[config.mk]
export PLATFORM = sky130hd
export DESIGN_NAME = dcr_fetch
export DESIGN_NICKNAME = d
export VERILOG_FILES = /design/src/rtl/dcr_fetch.sv
export SDC_FILE = /design/constraint.sdc
export NUM_CORES = 1
export LEC_CHECK = 0
export BUFFER_PORTS_ARGS = -buffer_cell sky130_fd_sc_hd__clkbuf_2
export CAP_MARGIN = 0
export CORE_MARGIN = 3
export CORE_UTILIZATION = 36
export CTS_CLUSTER_DIAMETER = 120
export DETAILED_ROUTE_END_ITERATION = 16
export GPL_ROUTABILITY_DRIVEN = 0
export GPL_TIMING_DRIVEN = 0
export SYNTH_ARGS = -nofsm -noshare
export SYNTH_HDL_FRONTEND = slang
export SYNTH_SLANG_ARGS = --single-unit
[constraint.sdc]
create_clock -name ClkInFU -period 11.5 [get_ports ClkInFU]
set_clock_uncertainty 0.15 [all_clocks]
set_input_delay 1.725 -clock ClkInFU [delete_from_list [all_inputs] [get_ports ClkInFU]]
set_output_delay 1.725 -clock ClkInFU [all_outputs]
set_load 0.01 [all_outputs]
[src/rtl/dcr_fetch.sv]
// Instruction fetch stage for the P3 core: PC register, imem request/ack handshake, IR capture, next-PC select.
// Optional DCR_FETCH_PERF_EN adds fetch/stall performance counters.
module dcr_fetch #(
  parameter logic [31:0] RESET_PC = 32'h0000_0000,
  parameter int          CNT_W    = 32
) (
  input  logic              ClkInFU,
  input  logic              ResetNInFU,
  output logic              ImemReqOutFU,
  output logic [31:0]       ImemAddrOutFU,
  input  logic              ImemAckInFU,
  input  logic [31:0]       ImemDataInFU,
  input  logic              StallInFU,
  input  logic [1:0]        PCSrcInFU,
  input  logic [15:0]       BranchOffInFU,
  input  logic [25:0]       JumpTargInFU,
  input  logic [31:0]       RegTargInFU,
  output logic [31:0]       InstrOutFU,
  output logic              InstrValidOutFU,
  output logic [5:0]        OpcodeOutFU,
  output logic [4:0]        RtOutFU,
  output logic [5:0]        FuncOutFU,
  output logic [31:0]       PCOutFU,
`ifdef DCR_FETCH_PERF_EN
  output logic [CNT_W-1:0]  FetchCntOutFU,
  output logic [CNT_W-1:0]  StallCntOutFU,
`endif
  output logic [31:0]       PCPlus4OutFU
);

  typedef enum logic [0:0] {FETCH = 1'b0, HOLD = 1'b1} state_t;

  state_t      state_q, state_d;
  logic [31:0] pc_q, pc_d;
  logic [31:0] ir_q, ir_d;
  logic        valid_q, valid_d;
  logic [31:0] pc_plus4_s;
  logic [31:0] next_pc_s;
  logic        unused_regtarg_s;

  assign pc_plus4_s       = pc_q + 32'd4;
  assign unused_regtarg_s = ^RegTargInFU[1:0];

  // Next-PC select, only consumed on the HOLD->FETCH edge.
  always_comb begin
    next_pc_s = pc_plus4_s;
    case (PCSrcInFU)
      2'b00:   next_pc_s = pc_plus4_s;
      2'b01:   next_pc_s = pc_plus4_s + {{14{BranchOffInFU[15]}}, BranchOffInFU, 2'b00};
      2'b10:   next_pc_s = {pc_plus4_s[31:28], JumpTargInFU, 2'b00};
      2'b11:   next_pc_s = {RegTargInFU[31:2], 2'b00};
      default: next_pc_s = pc_plus4_s;
    endcase
  end

  // Fetch FSM next-state: capture on ack in FETCH, advance PC on consume in HOLD.
  always_comb begin
    state_d = state_q;
    pc_d    = pc_q;
    ir_d    = ir_q;
    valid_d = valid_q;
    case (state_q)
      FETCH: begin
        if (ImemAckInFU) begin
          ir_d    = ImemDataInFU;
          valid_d = 1'b1;
          state_d = HOLD;
        end else begin
          state_d = FETCH;
        end
      end
      HOLD: begin
        if (!StallInFU) begin
          pc_d    = next_pc_s;
          valid_d = 1'b0;
          state_d = FETCH;
        end else begin
          state_d = HOLD;
        end
      end
      default: begin
        state_d = FETCH;
        valid_d = 1'b0;
      end
    endcase
  end

  // State, PC and instruction register.
  always_ff @(posedge ClkInFU or negedge ResetNInFU) begin
    if (!ResetNInFU) begin
      state_q <= FETCH;
      pc_q    <= RESET_PC;
      ir_q    <= 32'h0000_0000;
      valid_q <= 1'b0;
    end else begin
      state_q <= state_d;
      pc_q    <= pc_d;
      ir_q    <= ir_d;
      valid_q <= valid_d;
    end
  end

  // Gating with reset drops the request the instant reset asserts.
  assign ImemReqOutFU    = (state_q == FETCH) && ResetNInFU;
  assign ImemAddrOutFU   = pc_q;
  assign InstrOutFU      = ir_q;
  assign InstrValidOutFU = valid_q;
  assign OpcodeOutFU     = ir_q[31:26];
  assign RtOutFU         = ir_q[20:16];
  assign FuncOutFU       = ir_q[5:0];
  assign PCOutFU         = pc_q;
  assign PCPlus4OutFU    = pc_plus4_s;

`ifdef DCR_FETCH_PERF_EN
  logic [CNT_W-1:0] fetch_cnt_q, fetch_cnt_d;
  logic [CNT_W-1:0] stall_cnt_q, stall_cnt_d;

  // Counter increments: accepted fetch acks and stalled HOLD cycles.
  always_comb begin
    fetch_cnt_d = fetch_cnt_q;
    stall_cnt_d = stall_cnt_q;
    if ((state_q == FETCH) && ImemAckInFU) begin
      fetch_cnt_d = fetch_cnt_q + {{(CNT_W-1){1'b0}}, 1'b1};
    end else begin
      fetch_cnt_d = fetch_cnt_q;
    end
    if ((state_q == HOLD) && StallInFU) begin
      stall_cnt_d = stall_cnt_q + {{(CNT_W-1){1'b0}}, 1'b1};
    end else begin
      stall_cnt_d = stall_cnt_q;
    end
  end

  // Performance counter registers.
  always_ff @(posedge ClkInFU or negedge ResetNInFU) begin
    if (!ResetNInFU) begin
      fetch_cnt_q <= '0;
      stall_cnt_q <= '0;
    end else begin
      fetch_cnt_q <= fetch_cnt_d;
      stall_cnt_q <= stall_cnt_d;
    end
  end

  assign FetchCntOutFU = fetch_cnt_q;
  assign StallCntOutFU = stall_cnt_q;
`else
  logic [CNT_W-1:0] unused_cnt_s;
  assign unused_cnt_s = '0;
`endif

endmodule

* Word level (Yosys, flattened, before mapping) *
Cells that the tools add are included.

operators by class
  bitwise operators = 2
  muxes and demuxes = 7
  reductions and logical operators = 5
  equality and inequality tests = 5
  $add $sub $neg = 2

operators with widths
  operator                                                                number
  32-bit case mux with 4 select lines                                     1
  32-bit by 3-bit adder with 32-bit output (second input constant)        1
  32-bit adder                                                            1
  2-bit AND reduction                                                     3
  2-bit equality test (second input constant)                             2
  1-bit 2-to-1 mux                                                        4
  2-bit inequality test (second input constant)                           2
  1-bit case mux with 2 select lines                                      2
  2-bit by 1-bit equality test with 1-bit output (second input constant)  1
  2-bit zero test                                                         1
  1-bit inverter                                                          2
  1-bit logical AND                                                       1

word-level totals
  flip-flop bits (word level) = 66
  word-level logic and storage cells = 25

* Depth between registers and ports, before layout *
  word-level depth = 3
  gate-level depth with buffers = 16

* Worst setup path after synthesis *
No wires, ideal clock.

  path kind = input to register
  start point = in BranchOffInFU[0]
  end point = reg pc_q[24] (netlist: ImemAddrOutFU[24])
  path buffers = 0
  cell stages on the path = 11
  arrival = 3.875 ns
  setup time = 0.144 ns
  slack = 7.331 ns
  cell sequence = ha_1 > inv_1 > fa_1 > nor2b_1 > o2111ai_1 > and4b_4 > or4_4 > a21oi_2 > a311o_2 > xnor2_1 > a22oi_1

on the way
  longest elaborated chain between the ends = 2

ends and longest elaborated chain
  what                                 RTL line  RTL
  start, declared                      15        input logic [15:0] BranchOffInFU,
  32-bit adder                         49        2'b01: next_pc_s = pc_plus4_s + {{14{BranchOffInFU[15]}}, BranchOffInFU, 2'b00};
  32-bit case mux with 4 select lines  47        case (PCSrcInFU)
  end signal, assigned                 97        pc_q <= pc_d;
  end, declared                        34        logic [31:0] pc_q, pc_d;

No other way between the ends.
A chain may end at the register's enable or synchronous reset.

* Worst setup path after layout *
  start point = in ResetNInFU
  end point = out ImemReqOutFU

on the way
  longest elaborated chain between the ends = 1

ends and longest elaborated chain
  what               RTL line  RTL
  start, declared    8         input logic ResetNInFU,
  1-bit logical AND  104       assign ImemReqOutFU = (state_q == FETCH) && ResetNInFU;
  end, declared      9         output logic ImemReqOutFU,

No other way between the ends.

==> impl_metrics.toml <==
[synth]
ys_seq_area_frac = 0.2797
synthFlopType = "dfrtp_1"
synth_xor_area_frac = 0.08106
async_flop_share = 1.000
synth_simple_gate_area_frac = 0.1571
synth_edf_count = 0
synth-compound-area-share = 0.1551
ys_ff_latch = 64
syn_area_um2 = 5727
syn_avg_cell_area_um2 = 9.222
muxShareOfSynthArea = 0.1497
yosys_warnings = 0
synthAdderAreaFrac = 0.07778
synth_top_family_by_area = "simple AND/OR/NAND/NOR gates"
syn_inst = 621
synth.distinct_cells = 73

[global_routing]
overflow = 0
grt_pass1_vias = 5644
grt_max_degree = 39
grt_pass1_wl_um = 30910
grt_usage = 0.2224
antenna_found_initial = 0

[clock_network]
postCtsSetupBuffers = 0
ctsLongestPathBuffers = 2
clock_sinks = 64
hold_buffers = 0
cts_buffers = 9
cts.htree.levels = 3
cts_tree = "done"
clk_pin_slew_ns = 0.06
worstSkewPairLatency_ns = 0.34
cts_resized = 0
clock_tree.root_cell = "clkbuf_16"

[worst_setup_path]
cp-start-kind = "primary input"
path_max_fanout = 38
critical_path_arrival_ns = 2.75
criticalPathCategory = "primary input to output port"
cp_slowest_cell = "clkbuf_4"
cp-end-kind = "output port"
slowest_delay_ns = 0.41
cp_cell_sequence = "clkbuf_4 > buf_12 > nor2b_1 > clkbuf_2"
worst_ep_required_time_ns = 9.63

[drt]
top_layer = "met4"
drt-initial-drc-count = 276
antenna_left = 0
wl_per_cell_um = 17.89
wl_met2_um = 9538
viasPerCell = 5.130
vias = 5658
routed_wl_um = 19730
drc = 0
routed-wl-met3_um = 1564
drtPass1Iterations = 5
wl_met1_um = 8249

[finish]
fillers = 1528
multi_input_area_um2 = 3577
n_antenna_cell = 0
syn2layout_area_growth_pct = 32.03
drive_gt1_frac = 0.4451
register_area_um2 = 1602
nets = 1034

[job]
max_cap_violations = 0

[place]
port_buffers = 249
place_ws_ns = 6.835
dp_hpwl_um = 15620

[timing]
finalCritPeriodShare = 0.4023
setup_viol = 0
rsz0062_at_grt = "no"
fmax_mhz = 216.1
finalHoldViolCount = 0
slew_violations = 0
slew_headroom = 0.3115
holdWs_ns = 0.3418
setup_slack_ns = 6.873
worst_slew_pin_slew_ns = 1.033
finalSetupTns_ns = 0
final.min_clock_period_ns = 4.627

[floorplanning]
chipHeight_um = 132.1
initial_core_util = 0.3726
die_area_um2 = 17460
pin_count = 259
rows = 45
die_x_um = 132.1
core-area_um2 = 15370

[power_and_ir_drop]
p_total_mw = 1.719
ir_drop_uv = 99.53
power_density_nw_per_um2 = 227.3
leakage_nw = 3.749

[min_path]
hp-class = "register to register"

[outcome]
status = "complete, no violations"
worst max-delay path: cells and delay by family:
family,cells,cell delay [ns]
buffers and inverters,3,0.83
AND/OR/NAND/NOR,1,0.17
worst paths after layout:
| kind | start | to | slack, ns | depth (start not counted) |
|---|---|---|---|---|
| max reg2reg | ImemAddrOutFU[3] | ImemAddrOutFU[31] | 6.96 | 16 |
| max in group asynchronous | ResetNInFU | InstrOutFU[23] | 9.44 | 2 |
| max | ResetNInFU | ImemReqOutFU | 6.87 | 4 |
| min reg2reg | InstrValidOutFU | InstrValidOutFU | 0.34 | 2 |
| min | InstrValidOutFU | InstrValidOutFU | 0.34 | 2 |
| min in group asynchronous | ResetNInFU | ImemAddrOutFU[6] | 1.20 | 1 |
per-layer routing:
layer,vias up,GRT usage
met4,0,0.06418
met1,2641,0.2902
met2,238,0.3714
met5,-,0
met3,29,0.04809
li1,2750,-
registers in the layout, indices dropped and copies added, names as in the netlist:
| signal | flops |
|---|---|
| InstrValidOutFU | 1 |
| InstrOutFU | 32 |
| state_q | 1 |
| ImemAddrOutFU | 30 |
per-stage QoR:
stage / instance area [um^2] / instances / utilization
3_3_place_gp: 7256 / 1086 / 0.4720
3_5_place_dp: 7278 / 1087 / 0.4735
6_report: 7561 / 1103 / 0.4919
4_1_cts: 7561 / 1103 / 0.4919
5_1_grt: 7561 / 1103 / 0.4919
2_1_floorplan: 5746 / 626 / -
report_power, final:
part	internal (mW)	switching, mW	total, mW
sequential	0.294	0.117	0.410
combinational	0.496	0.549	1.04
clock	0.152	0.112	0.264
cell usage after synthesis (all sizes together), types with 5 or more instances:
master | n | area (um^2)
a211oi | 9 | 72.57
nor3 | 5 | 25.02
mux2i | 17 | 170.2
nand3 | 25 | 125.1
nor2b | 7 | 46.30
ha | 34 | 425.4
and2 | 5 | 33.78
nor2 | 36 | 135.1
nand4 | 7 | 56.30
clkbuf | 18 | 91.34
o22ai | 9 | 56.30
a21o | 8 | 61.31
and3 | 10 | 62.56
dfrtp | 64 | 1602
buf | 58 | 431.7
xnor2 | 33 | 289.0
xor2 | 20 | 175.2
mux2 | 39 | 439.2
nand2b | 5 | 31.28
o21ai | 20 | 103.9
inv | 9 | 33.78
mux4 | 11 | 247.7
nand2 | 65 | 244.0
a21oi | 48 | 244.0
cells in the final DEF (no fill, tap or decap), drive strengths merged, types with 3 or more instances in the layout:
cell type,instances
a211oi,9
a21o,8
a21oi,48
a31oi,4
a32oi,3
and2,5
and3,10
and4,4
buf,59
clkbuf,277
clkinv,4
conb,6
dfrtp,64
ha,34
inv,10
mux2,39
mux2i,17
mux4,11
nand2,65
nand2b,5
nand3,25
nand4,7
nor2,36
nor2b,7
nor3,5
o211ai,3
o21a,4
o21ai,20
o221ai,3
o22ai,9
xnor2,33
xor2,20
cells by family (layout without fill, tap and decap cells):
group,after synthesis,in the layout
xor gates and xnor gates,53,53
and+or+nand+nor,181,181
adders and majority gates,35,35
AOI/OAI and AO/OA,134,134
DFF,64,64
muxes,67,67
other,1,6
buffers and inverters,86,352
cell type report:
class / count / area share
multi-input cells: 476 / 0.4731
repair buffers: 250 / 0.1678
flip-flops and latches: 64 / 0.2118
inverters: 9 / 0.004468
well taps: 211 / 0.03492
clock inverters: 6 / 0.005792
plain buffers: 77 / 0.07049
clock buffers: 10 / 0.03161
Power figures use the tool's default switching activity.
